**src/rtl/kdf_pkg.sv**
```systemverilog
// rtl/kdf_pkg.sv - shared types and helpers for the KDF counter-mode responder
//
// Purpose: holds the responder FSM state encoding, the default domain constant
// that forms the upper half of every counter block, the cipher block width and
// a helper that builds a counter block.
// Ports: none (package).
package kdf_pkg;

  localparam int BLK_W = 128;
  localparam logic [63:0] DOMAIN_DEFAULT = 64'h5049_434E_4943_4B44;

  typedef enum logic [1:0] {
    ST_IDLE  = 2'd0,
    ST_REQ   = 2'd1,
    ST_STORE = 2'd2,
    ST_DONE  = 2'd3
  } kdf_state_t;

  // Plaintext fed to the cipher: fixed domain on top, running counter below.
  function automatic logic [BLK_W-1:0] ctr_block(input logic [63:0] domain,
                                                 input logic [63:0] ctr);
    return {domain, ctr};
  endfunction

endpackage

```
**src/rtl/kdf_ctr_responder.sv**
```systemverilog
// rtl/kdf_ctr_responder.sv - KDF start/done responder driving a shared cipher in counter mode
//
// Purpose: on a level-held start, latches the key and encrypts NBLOCKS counter
// blocks {DOMAIN, ctr} through an external cipher port, assembling the
// ciphertexts into deta. done is raised at the end and held until start drops.
// Optional feature: define KDF_TIMEOUT_EN to bound the wait for enc_valid to
// TIMEOUT cycles; a timeout ends the run with err=1 and done=1.
//
// Ports:
//   clk       in   clock
//   reset     in   asynchronous, active-low reset
//   start     in   level request, held until done is seen
//   restart   in   sampled at accept: 0 = counter from 0, 1 = continue counter
//   key       in   128-bit derivation key, latched at accept
//   deta      out  derived output, block i at deta[OUT_W-1-128*i -: 128]
//   done      out  derivation complete, held while start is high
//   enc_req   out  cipher request, held until enc_valid
//   enc_key   out  latched key presented to the cipher
//   enc_in    out  plaintext counter block
//   enc_valid in   one-cycle pulse, enc_out valid
//   enc_out   in   ciphertext
//   err       out  timeout flag (KDF_TIMEOUT_EN builds only)
module kdf_ctr_responder
  import kdf_pkg::*;
#(
  parameter int          NBLOCKS = 8,
  parameter logic [63:0] DOMAIN  = DOMAIN_DEFAULT,
`ifdef KDF_TIMEOUT_EN
  parameter int          TIMEOUT = 255,
`endif
  localparam int         OUT_W   = BLK_W * NBLOCKS
) (
  input  logic             clk,
  input  logic             reset,
  input  logic             start,
  input  logic             restart,
  input  logic [BLK_W-1:0] key,
  output logic [OUT_W-1:0] deta,
  output logic             done,
  output logic             enc_req,
  output logic [BLK_W-1:0] enc_key,
  output logic [BLK_W-1:0] enc_in,
  input  logic             enc_valid,
  input  logic [BLK_W-1:0] enc_out
`ifdef KDF_TIMEOUT_EN
  ,
  output logic             err
`endif
);

  localparam int BLK_IDX_W = (NBLOCKS > 1) ? $clog2(NBLOCKS) : 1;

  kdf_state_t           state, state_next;
  logic [63:0]          ctr;
  logic [63:0]          ctr_start;
  logic [BLK_IDX_W-1:0] blk;
  logic                 last_blk;

  // One-hot-ish action strobes decoded by the FSM and consumed by the datapath.
  logic accept, capture, advance, next_blk, finish, abort, release_done, timeout;

  assign last_blk  = (blk == BLK_IDX_W'(NBLOCKS - 1));
  assign ctr_start = restart ? ctr : 64'd0;

`ifdef KDF_TIMEOUT_EN
  localparam logic [7:0] TIMEOUT_LAST = 8'(TIMEOUT - 1);
  logic [7:0] wait_cnt;
  logic       timeout_hit;

  // Counts cycles spent in REQ without a response; cleared in every other state
  // so each block gets its own full budget.
  always_ff @(posedge clk or negedge reset) begin
    if (!reset) begin
      wait_cnt <= 8'd0;
    end else if (state != ST_REQ) begin
      wait_cnt <= 8'd0;
    end else if (!enc_valid) begin
      wait_cnt <= wait_cnt + 8'd1;
    end
  end

  assign timeout_hit = (wait_cnt == TIMEOUT_LAST);
`endif

  always_ff @(posedge clk or negedge reset) begin
    if (!reset) begin
      state <= ST_IDLE;
    end else begin
      state <= state_next;
    end
  end

  always_comb begin
    state_next   = state;
    accept       = 1'b0;
    capture      = 1'b0;
    advance      = 1'b0;
    next_blk     = 1'b0;
    finish       = 1'b0;
    abort        = 1'b0;
    release_done = 1'b0;
    timeout      = 1'b0;
    case (state)
      ST_IDLE: begin
        if (start && !done) begin
          accept     = 1'b1;
          state_next = ST_REQ;
        end
      end
      ST_REQ: begin
        // Abort wins over a same-cycle response so a dropped start never
        // writes another slot.
        if (!start) begin
          abort      = 1'b1;
          state_next = ST_IDLE;
        end else if (enc_valid) begin
          capture    = 1'b1;
          state_next = ST_STORE;
        end
`ifdef KDF_TIMEOUT_EN
        else if (timeout_hit) begin
          timeout    = 1'b1;
          state_next = ST_DONE;
        end
`endif
      end
      ST_STORE: begin
        // The block was consumed, so the counter advances even on abort.
        advance = 1'b1;
        if (!start) begin
          abort      = 1'b1;
          state_next = ST_IDLE;
        end else if (last_blk) begin
          finish     = 1'b1;
          state_next = ST_DONE;
        end else begin
          next_blk   = 1'b1;
          state_next = ST_REQ;
        end
      end
      ST_DONE: begin
        if (!start) begin
          release_done = 1'b1;
          state_next   = ST_IDLE;
        end
      end
      default: state_next = ST_IDLE;
    endcase
  end

  always_ff @(posedge clk or negedge reset) begin
    if (!reset) begin
      deta    <= '0;
      done    <= 1'b0;
      enc_req <= 1'b0;
      enc_key <= '0;
      enc_in  <= '0;
      ctr     <= 64'd0;
      blk     <= '0;
    end else begin
      if (accept) begin
        enc_key <= key;
        ctr     <= ctr_start;
        enc_in  <= ctr_block(DOMAIN, ctr_start);
        enc_req <= 1'b1;
        blk     <= '0;
      end
      if (capture) begin
        for (int i = 0; i < NBLOCKS; i++) begin
          if (blk == BLK_IDX_W'(i)) begin
            deta[OUT_W-1-BLK_W*i -: BLK_W] <= enc_out;
          end
        end
        enc_req <= 1'b0;
      end
      if (abort || timeout) begin
        enc_req <= 1'b0;
      end
      if (advance) begin
        ctr <= ctr + 64'd1;
      end
      if (next_blk) begin
        blk     <= blk + BLK_IDX_W'(1);
        enc_in  <= ctr_block(DOMAIN, ctr + 64'd1);
        enc_req <= 1'b1;
      end
      if (finish || timeout) begin
        done <= 1'b1;
      end
      if (release_done) begin
        done <= 1'b0;
      end
    end
  end

`ifdef KDF_TIMEOUT_EN
  always_ff @(posedge clk or negedge reset) begin
    if (!reset) begin
      err <= 1'b0;
    end else if (timeout) begin
      err <= 1'b1;
    end else if (release_done) begin
      err <= 1'b0;
    end
  end
`endif

endmodule

```
**config.mk**
```make
export PLATFORM = sky130hd
export DESIGN_NAME = kdf_ctr_responder
export DESIGN_NICKNAME = d
export VERILOG_FILES = /design/src/rtl/kdf_pkg.sv /design/src/rtl/kdf_ctr_responder.sv
export SDC_FILE = /design/constraint.sdc
export NUM_CORES = 2
export LEC_CHECK = 0
export ABC_AREA = 0
export CORE_AREA = 4 4 597 599
export CTS_CLUSTER_SIZE = 8
export DETAILED_ROUTE_END_ITERATION = 8
export DIE_AREA = 0 0 601 603
export HOLD_SLACK_MARGIN = 0.06
export SETUP_SLACK_MARGIN = 0.5
export SYNTH_ARGS = -nofsm -noshare
export SYNTH_HDL_FRONTEND = slang
export SYNTH_SLANG_ARGS = --single-unit
export TNS_END_PERCENT = 10
```
**constraint.sdc**
```tcl
create_clock -name clk -period 4.65 [get_ports clk]
set_input_delay 0.93 -clock clk [delete_from_list [all_inputs] [get_ports clk]]
set_output_delay 0.93 -clock clk [all_outputs]
set_load 0.02 [all_outputs]
```
* Word level (Yosys, flattened, before mapping)
Index checks and enable logic that the tools add are counted.
** Storage, ports and cells
- Flip-flop bits (word level) :: 1351
- Latch bits :: 0
- RAM bits :: 0
- Memory bits (read-only) :: 0
- Bits of input ports :: 261
- Output and inout port bits :: 1282
- Logic and storage cells :: 83
- Memories kept :: 0
** Operators by class
- $add $sub $neg :: 2
- $mul :: 0
- Divide/modulo/power cells :: 0
- Magnitude comparators :: 0
- Equality and inequality tests :: 13
- Shift-type cells :: 0
- Mux-type cells :: 35
- Bitwise operators :: 0
- Reductions and logical operators :: 18
** Operators with widths (count)
- $mux 128 :: 2
- $mux 64 :: 3
- $add 64x1->64 const B :: 1
- $mux 1 :: 21
- $reduce_and 2->1 :: 8
- $eq 3x3->1 const B :: 4
- $mux 2 :: 6
- $pmux 2 s4 :: 1
- $eq 3x2->1 const B :: 2
- $mux 3 :: 2
- $reduce_bool 2->1 :: 3
- $eq 2x2->1 const B :: 2
- $ne 2x2->1 const B :: 2
- $reduce_bool 4->1 :: 1
- $add 3x1->3 const B :: 1
- $eq 3x1->1 const B :: 1
- $logic_not 3->1 :: 1
- $ne 3x3->1 const B :: 1
- $reduce_and 3->1 :: 1
- $eq 2x1->1 const B :: 1
- $logic_not 2->1 :: 1
- $reduce_or 2->1 :: 1
- $logic_and 1x1->1 :: 1
- $logic_not 1->1 :: 1

* Longest topological paths before layout
- Depth after elaboration :: 8
- Gate-level depth with buffers :: 11
- Gate-level depth less buffers :: 8

* Worst setup path after synthesis
No wires, ideal clock.
- Path type :: input to register
- Start point :: input enc_valid
- End point :: register deta[875]
- Setup time :: 0.125 ns
- Arrival :: 2.535 ns
- Required time :: 4.525 ns
- Setup slack :: 1.991 ns
- Stages :: 7
- Buffers on the path :: 3
- Cell sequence :: and3_1 > clkbuf_1 > and2_1 > nand2_1 > clkbuf_1 > buf_1 > mux2_2
** Between the ends
- Word-level cells in the longest chain between the ends :: 4
** Ends and longest elaborated chain
- start, declared :: line kdf_ctr_responder.sv:43 : input logic enc_valid,
- $mux 1 :: line kdf_ctr_responder.sv:116 : end else if (enc_valid) begin
- $mux 1 :: line kdf_ctr_responder.sv:113 : if (!start) begin
- $mux 1 :: line kdf_ctr_responder.sv:103 : case (state)
- $reduce_and 2->1 (no source line)
- end signal, assigned by index :: line kdf_ctr_responder.sv:171 : deta[OUT_W-1-BLK_W*i -: BLK_W] <= enc_out;
- end, declared :: line kdf_ctr_responder.sv:38 : output logic [OUT_W-1:0] deta,
Every way passes these cells.
A chain may end at the register's enable or synchronous reset.

* Worst setup path after layout
- Start point :: register ctr[0]
- End point :: register enc_in[52]
** Between the ends
- Word-level cells in the longest chain between the ends :: 2
** Ends and longest elaborated chain
- start, declared :: line kdf_ctr_responder.sv:54 : logic [63:0] ctr;
- start signal, assigned :: line kdf_ctr_responder.sv:163 : ctr <= ctr_start;
- start signal, assigned :: line kdf_ctr_responder.sv:180 : ctr <= ctr + 64'd1;
- $add 64x1->64 :: line kdf_ctr_responder.sv:184 : enc_in <= ctr_block(DOMAIN, ctr + 64'd1);
- $mux 128 :: line kdf_ctr_responder.sv:182 : if (next_blk) begin
- end signal, assigned :: line kdf_ctr_responder.sv:164 : enc_in <= ctr_block(DOMAIN, ctr_start);
- end signal, assigned :: line kdf_ctr_responder.sv:184
- end, declared :: line kdf_ctr_responder.sv:42 : output logic [BLK_W-1:0] enc_in,
Every way passes these cells.

==> flow_summary.html <==
<table>
<tr><th>Metric</th><th>Value</th></tr>
<tr><th colspan="2">Worst setup path</th></tr>
<tr><td>Worst setup slack for register-to-register paths</td><td>around 1.1 ns</td></tr>
<tr><td>Crit path kind</td><td>flop to flop</td></tr>
<tr><td>Worst R2R End</td><td>enc_in[52]</td></tr>
<tr><td>CP endpoint kind</td><td>flop</td></tr>
<tr><td>Worst-case reg-to-reg path depth</td><td>7</td></tr>
<tr><td>Sort of element at the start of the critical path</td><td>flop</td></tr>
<tr><td>Crit Reg-Reg Startpoint</td><td>ctr[0]</td></tr>
<tr><td>Data arrival time of the critical path</td><td>between 4 and 5 ns</td></tr>
<tr><td>Maximum fanout along the worst path</td><td>16</td></tr>
<tr><td>Req. time, crit path</td><td>5.34 ns</td></tr>
<tr><th colspan="2">Global route</th></tr>
<tr><td>Total Routing Usage GR</td><td>0.133</td></tr>
<tr><td>Antenna violations before repair</td><td>between 70 and 80</td></tr>
<tr><td>Number of global-route vias before repair</td><td>just under 40000</td></tr>
<tr><td>Maximum number of pins on one net before global-route repair</td><td>between 100 and 150</td></tr>
<tr><td>Remaining global-route overflow</td><td>0</td></tr>
<tr><td>Wire length of the first global-routing pass</td><td>between 300000 and 400000 microns</td></tr>
<tr><th colspan="2">Floorplan</th></tr>
<tr><td>Core Region</td><td>351000 sq um</td></tr>
<tr><td>Floorplan die width</td><td>approximately 600 microns</td></tr>
<tr><td>Die area</td><td>362000 sq um</td></tr>
<tr><td>Initial Util</td><td>0.144</td></tr>
<tr><td>Site Rows</td><td>around 220</td></tr>
<tr><td>Die outline height</td><td>603 microns</td></tr>
<tr><td>Number of ports placed on the die boundary</td><td>~1500</td></tr>
<tr><th colspan="2">Clock tree</th></tr>
<tr><td>Worst-path clk slew</td><td>about 0.05 ns</td></tr>
<tr><td>TritonCTS clock tree</td><td>yes</td></tr>
<tr><td>CTS H-tree depth</td><td>4</td></tr>
<tr><td>Clock buffer depth</td><td>4</td></tr>
<tr><td>Post_cts resized</td><td>0</td></tr>
<tr><td>Clock sink total</td><td>between 1000 and 1500</td></tr>
<tr><td>Clock buffer count from CTS</td><td>about 190</td></tr>
<tr><td>Insertion delay of the later-clocked pin in the worst-skew pair</td><td>approximately 0.87 ns</td></tr>
<tr><td>Cell chosen for the clock root</td><td>clkbuf_16</td></tr>
<tr><th colspan="2">Drt</th></tr>
<tr><td>First-iteration detailed-routing DRC count</td><td>~2400</td></tr>
<tr><td>Remaining DRCs</td><td>0</td></tr>
<tr><td>Total number of vias</td><td>36546</td></tr>
<tr><td>Antenna violation net count after detailed routing</td><td>0</td></tr>
<tr><td>First-pass iteration count of the detailed router</td><td>5</td></tr>
<tr><td>Post-DR wirelength/cell</td><td>~26 microns</td></tr>
<tr><td>Total Routed Length</td><td>~250000 microns</td></tr>
<tr><td>Post-detailed-route via-to-cell ratio</td><td>between 3 and 4</td></tr>
<tr><th colspan="2">Placed design</th></tr>
<tr><td>DP Wirelength</td><td>slightly below 200000 microns</td></tr>
<tr><td># port buffers</td><td>~1500</td></tr>
<tr><td>Placer's final routability congestion estimate</td><td>0.916</td></tr>
<tr><td>Pre-CTS setup slack</td><td>about 0.76 ns</td></tr>
<tr><td>Area of placed instances</td><td>71300 sq um</td></tr>
<tr><th colspan="2">Synthesis</th></tr>
<tr><td>Async set-or-reset flop fraction in the synthesized netlist</td><td>1.00</td></tr>
<tr><td>Post-Syn Area</td><td>50500 sq um</td></tr>
<tr><td>Syn_area_per_cell</td><td>~14 sq um</td></tr>
<tr><td>Post-synth EDFFs</td><td>0</td></tr>
<tr><td>Most common cell in the synthesized netlist</td><td>dfrtp_1</td></tr>
<tr><td>Predominant post-synthesis flop cell</td><td>dfrtp_1</td></tr>
<tr><td>Synth area leaders</td><td>dfrtp_1, mux2_2, nand2_1</td></tr>
<tr><td>Post-synth top area share</td><td>0.638</td></tr>
<tr><td>Largest area contributor in the netlist</td><td>dfrtp_1</td></tr>
<tr><td>Seq cells post-synth</td><td>~1300</td></tr>
<tr><td>Post-synth top cells</td><td>dfrtp_1, mux2_2, nand2_1</td></tr>
<tr><td>Sequential element share of the synthesized area</td><td>0.638</td></tr>
<tr><td>Unique masters post-synth</td><td>59</td></tr>
<tr><td>Warnings from Yosys</td><td>0</td></tr>
<tr><td>Post-Synthesis Cells</td><td>between 3000 and 4000</td></tr>
<tr><th colspan="2">Power</th></tr>
<tr><td>Share of power burned in registers</td><td>0.370</td></tr>
<tr><td>Clock network fraction of total power</td><td>0.317</td></tr>
<tr><td>Overall power after layout</td><td>between 0.03 and 0.04 W</td></tr>
<tr><td>Psw</td><td>approximately 0.013 W</td></tr>
<tr><td>Part of the total power dissipated in combinational logic</td><td>0.313</td></tr>
<tr><td>Pwr per Cell Area</td><td>just over 500 nW/um^2</td></tr>
<tr><td>P_int</td><td>0.0259 W</td></tr>
<tr><td>Worst vdd rail ir drop</td><td>0.373 mV</td></tr>
<tr><td>Sw frac</td><td>0.342</td></tr>
<tr><td>Leakage power summed over all cells</td><td>34.7 nW</td></tr>
<tr><th colspan="2">Finish</th></tr>
<tr><td>Fraction of final layout cells sized beyond drive strength 1</td><td>0.265</td></tr>
<tr><td>Post-layout instance area</td><td>between 70000 and 80000 sq um</td></tr>
<tr><td>Number of nets in the final layout</td><td>5401</td></tr>
<tr><td>Area added between synthesis and finish</td><td>51.4%</td></tr>
<tr><th colspan="2">Run</th></tr>
<tr><td>MaxCap Viol Count</td><td>0</td></tr>
<tr><th colspan="2">Timing</th></tr>
<tr><td>Slew at the pin closest to its max-slew limit</td><td>between 1 and 1.5 ns</td></tr>
<tr><td>Worst hold slack</td><td>about 0.47 ns</td></tr>
<tr><td>Final count of negative-setup-slack endpoints</td><td>0</td></tr>
<tr><td>Worst rel slew slack</td><td>0.226</td></tr>
<tr><td>Time the final worst path needs with I/O delays and setup</td><td>around 3.6 ns</td></tr>
<tr><td>RSZ-0062 raised after global routing</td><td>no</td></tr>
<tr><td>Worst setup skew after layout</td><td>0.0650 ns</td></tr>
<tr><td>Final worst slack</td><td>about 1.1 ns</td></tr>
<tr><td>Setup TNS</td><td>0 ns</td></tr>
<tr><td>Highest achievable clock rate</td><td>roughly 280 MHz</td></tr>
<tr><td>Max-slew violation count</td><td>0</td></tr>
<tr><td>Share of the clock period used by the worst path after layout</td><td>0.769</td></tr>
<tr><td>Hold Vio Cnt, Final</td><td>0</td></tr>
<tr><th colspan="2">Worst hold path</th></tr>
<tr><td>Hold Path Cell Cnt</td><td>2</td></tr>
<tr><td>Startpoint of the worst hold path</td><td>enc_key[47]</td></tr>
<tr><td>Path type of the worst min-delay path</td><td>flop to flop</td></tr>
<tr><td>Endpoint with the worst hold slack</td><td>enc_key[47]</td></tr>
<tr><th colspan="2">Run status</th></tr>
<tr><td>Result of the run</td><td>finished clean</td></tr>
</table>
[per-layer routing]
layer  wire length, microns  track usage
met3                  19800       0.0405
met2                 124000        0.229
met5                     92            0
met4                   9730       0.0471
met1                  98100        0.156
[critical path: stages, from the launching register on]
cell	delay, ns
dfrtp_1	0.46
ha_1	0.29
nand3_1	0.47
nor2_1	0.34
nand4_1	0.77
or3_1	0.74
o211ai_1	0.23
o311ai_1	0.13
[cells in the final DEF, fill, tap and decap left out, types with 4 or more instances in the layout]
master,count
inv_16,5
and4_1,13
diode_2,33
nand2_1,460
nand2_4,5
o21ai_0,61
clkbuf_16,189
dfrtp_1,1288
or3_1,8
clkdlybuf4s50_1,1493
ha_1,11
buf_4,60
clkinv_16,5
o311ai_0,4
a21oi_1,32
clkbuf_8,6
a22o_1,69
conb_1,40
nor2_1,36
o311ai_1,5
nand3_1,37
a22oi_1,6
buf_12,32
xor2_1,37
nor3b_1,10
a221o_1,16
a31oi_1,6
and3_1,18
buf_2,7
xnor2_1,24
nor3_1,18
o21a_1,4
mux2_2,1025
a21o_1,12
nor4_1,19
nand4_1,15
inv_1,19
[what timing repair did]
item	in CTS	in global routing
hold buffers	1	0
buffers inserted	0	0
endpoints found under the setup margin	0	0
hold endpoints to repair	8	0
[metrics by stage]
stage | util | cells
after floorplan | - | 3627
after global placement | 0.203 | 9557
after detailed placement | 0.203 | 9557
after CTS | 0.218 | 9774
after global routing | 0.218 | 9779
final | 0.218 | 9807
[registers in the layout, indices dropped and copies added, names as in the netlist]
name and cells:
ctr 64, state 2, enc_in 65, blk 3, done 1, enc_key 128, deta 1024, enc_req 1
[layout make-up]
class | instances | area (sq um)
Clock inverter | 18 | 309
Clock buffer | 198 | 4820
Multi-Input combinational cell | 2037 | 17100
Inverter | 19 | 71.3
Sequential cell | 1288 | 32200
Antenna cell | 33 | 82.6
Timing Repair Buffer | 1594 | 16100
Fill cell | 37282 | 275000
Tap cell | 4620 | 5780
[power by group through the flow]
stage	Sequential, W	Clock, W	Combinational [W]
finish	0.0145	0.0125	0.0123
global placement	0.0146	0	0.0124
CTS	0.0145	0.0129	0.0125
floorplan	0.0170	0	0.00267
detailed placement	0.0147	0	0.0125
global route	0.0148	0.0133	0.0130
[worst max path at each step]
stage                from          to  slack, ns
5_1_grt        enc_key[1]  enc_key[1]       0.98
3_5_place_dp        start   deta[832]       0.76
2_1_floorplan   enc_valid   deta[875]       1.99
3_3_place_gp        start   deta[832]       0.76
4_1_cts         deta[421]   deta[421]       1.08
6_report           ctr[0]  enc_in[52]       1.07
[cell families after synthesis]
family          after synthesis  share of synthesized area
compound gates              231                     0.0327
xor+xnor                     61                     0.0106
fa+ha+maj                    12                    0.00297
buf+inv                     302                     0.0282
flops                      1288                      0.638
mux                        1026                      0.229
other cells                   1                  0.0000742
simple gates                667                     0.0591
Power figures use the tool's default switching activity.
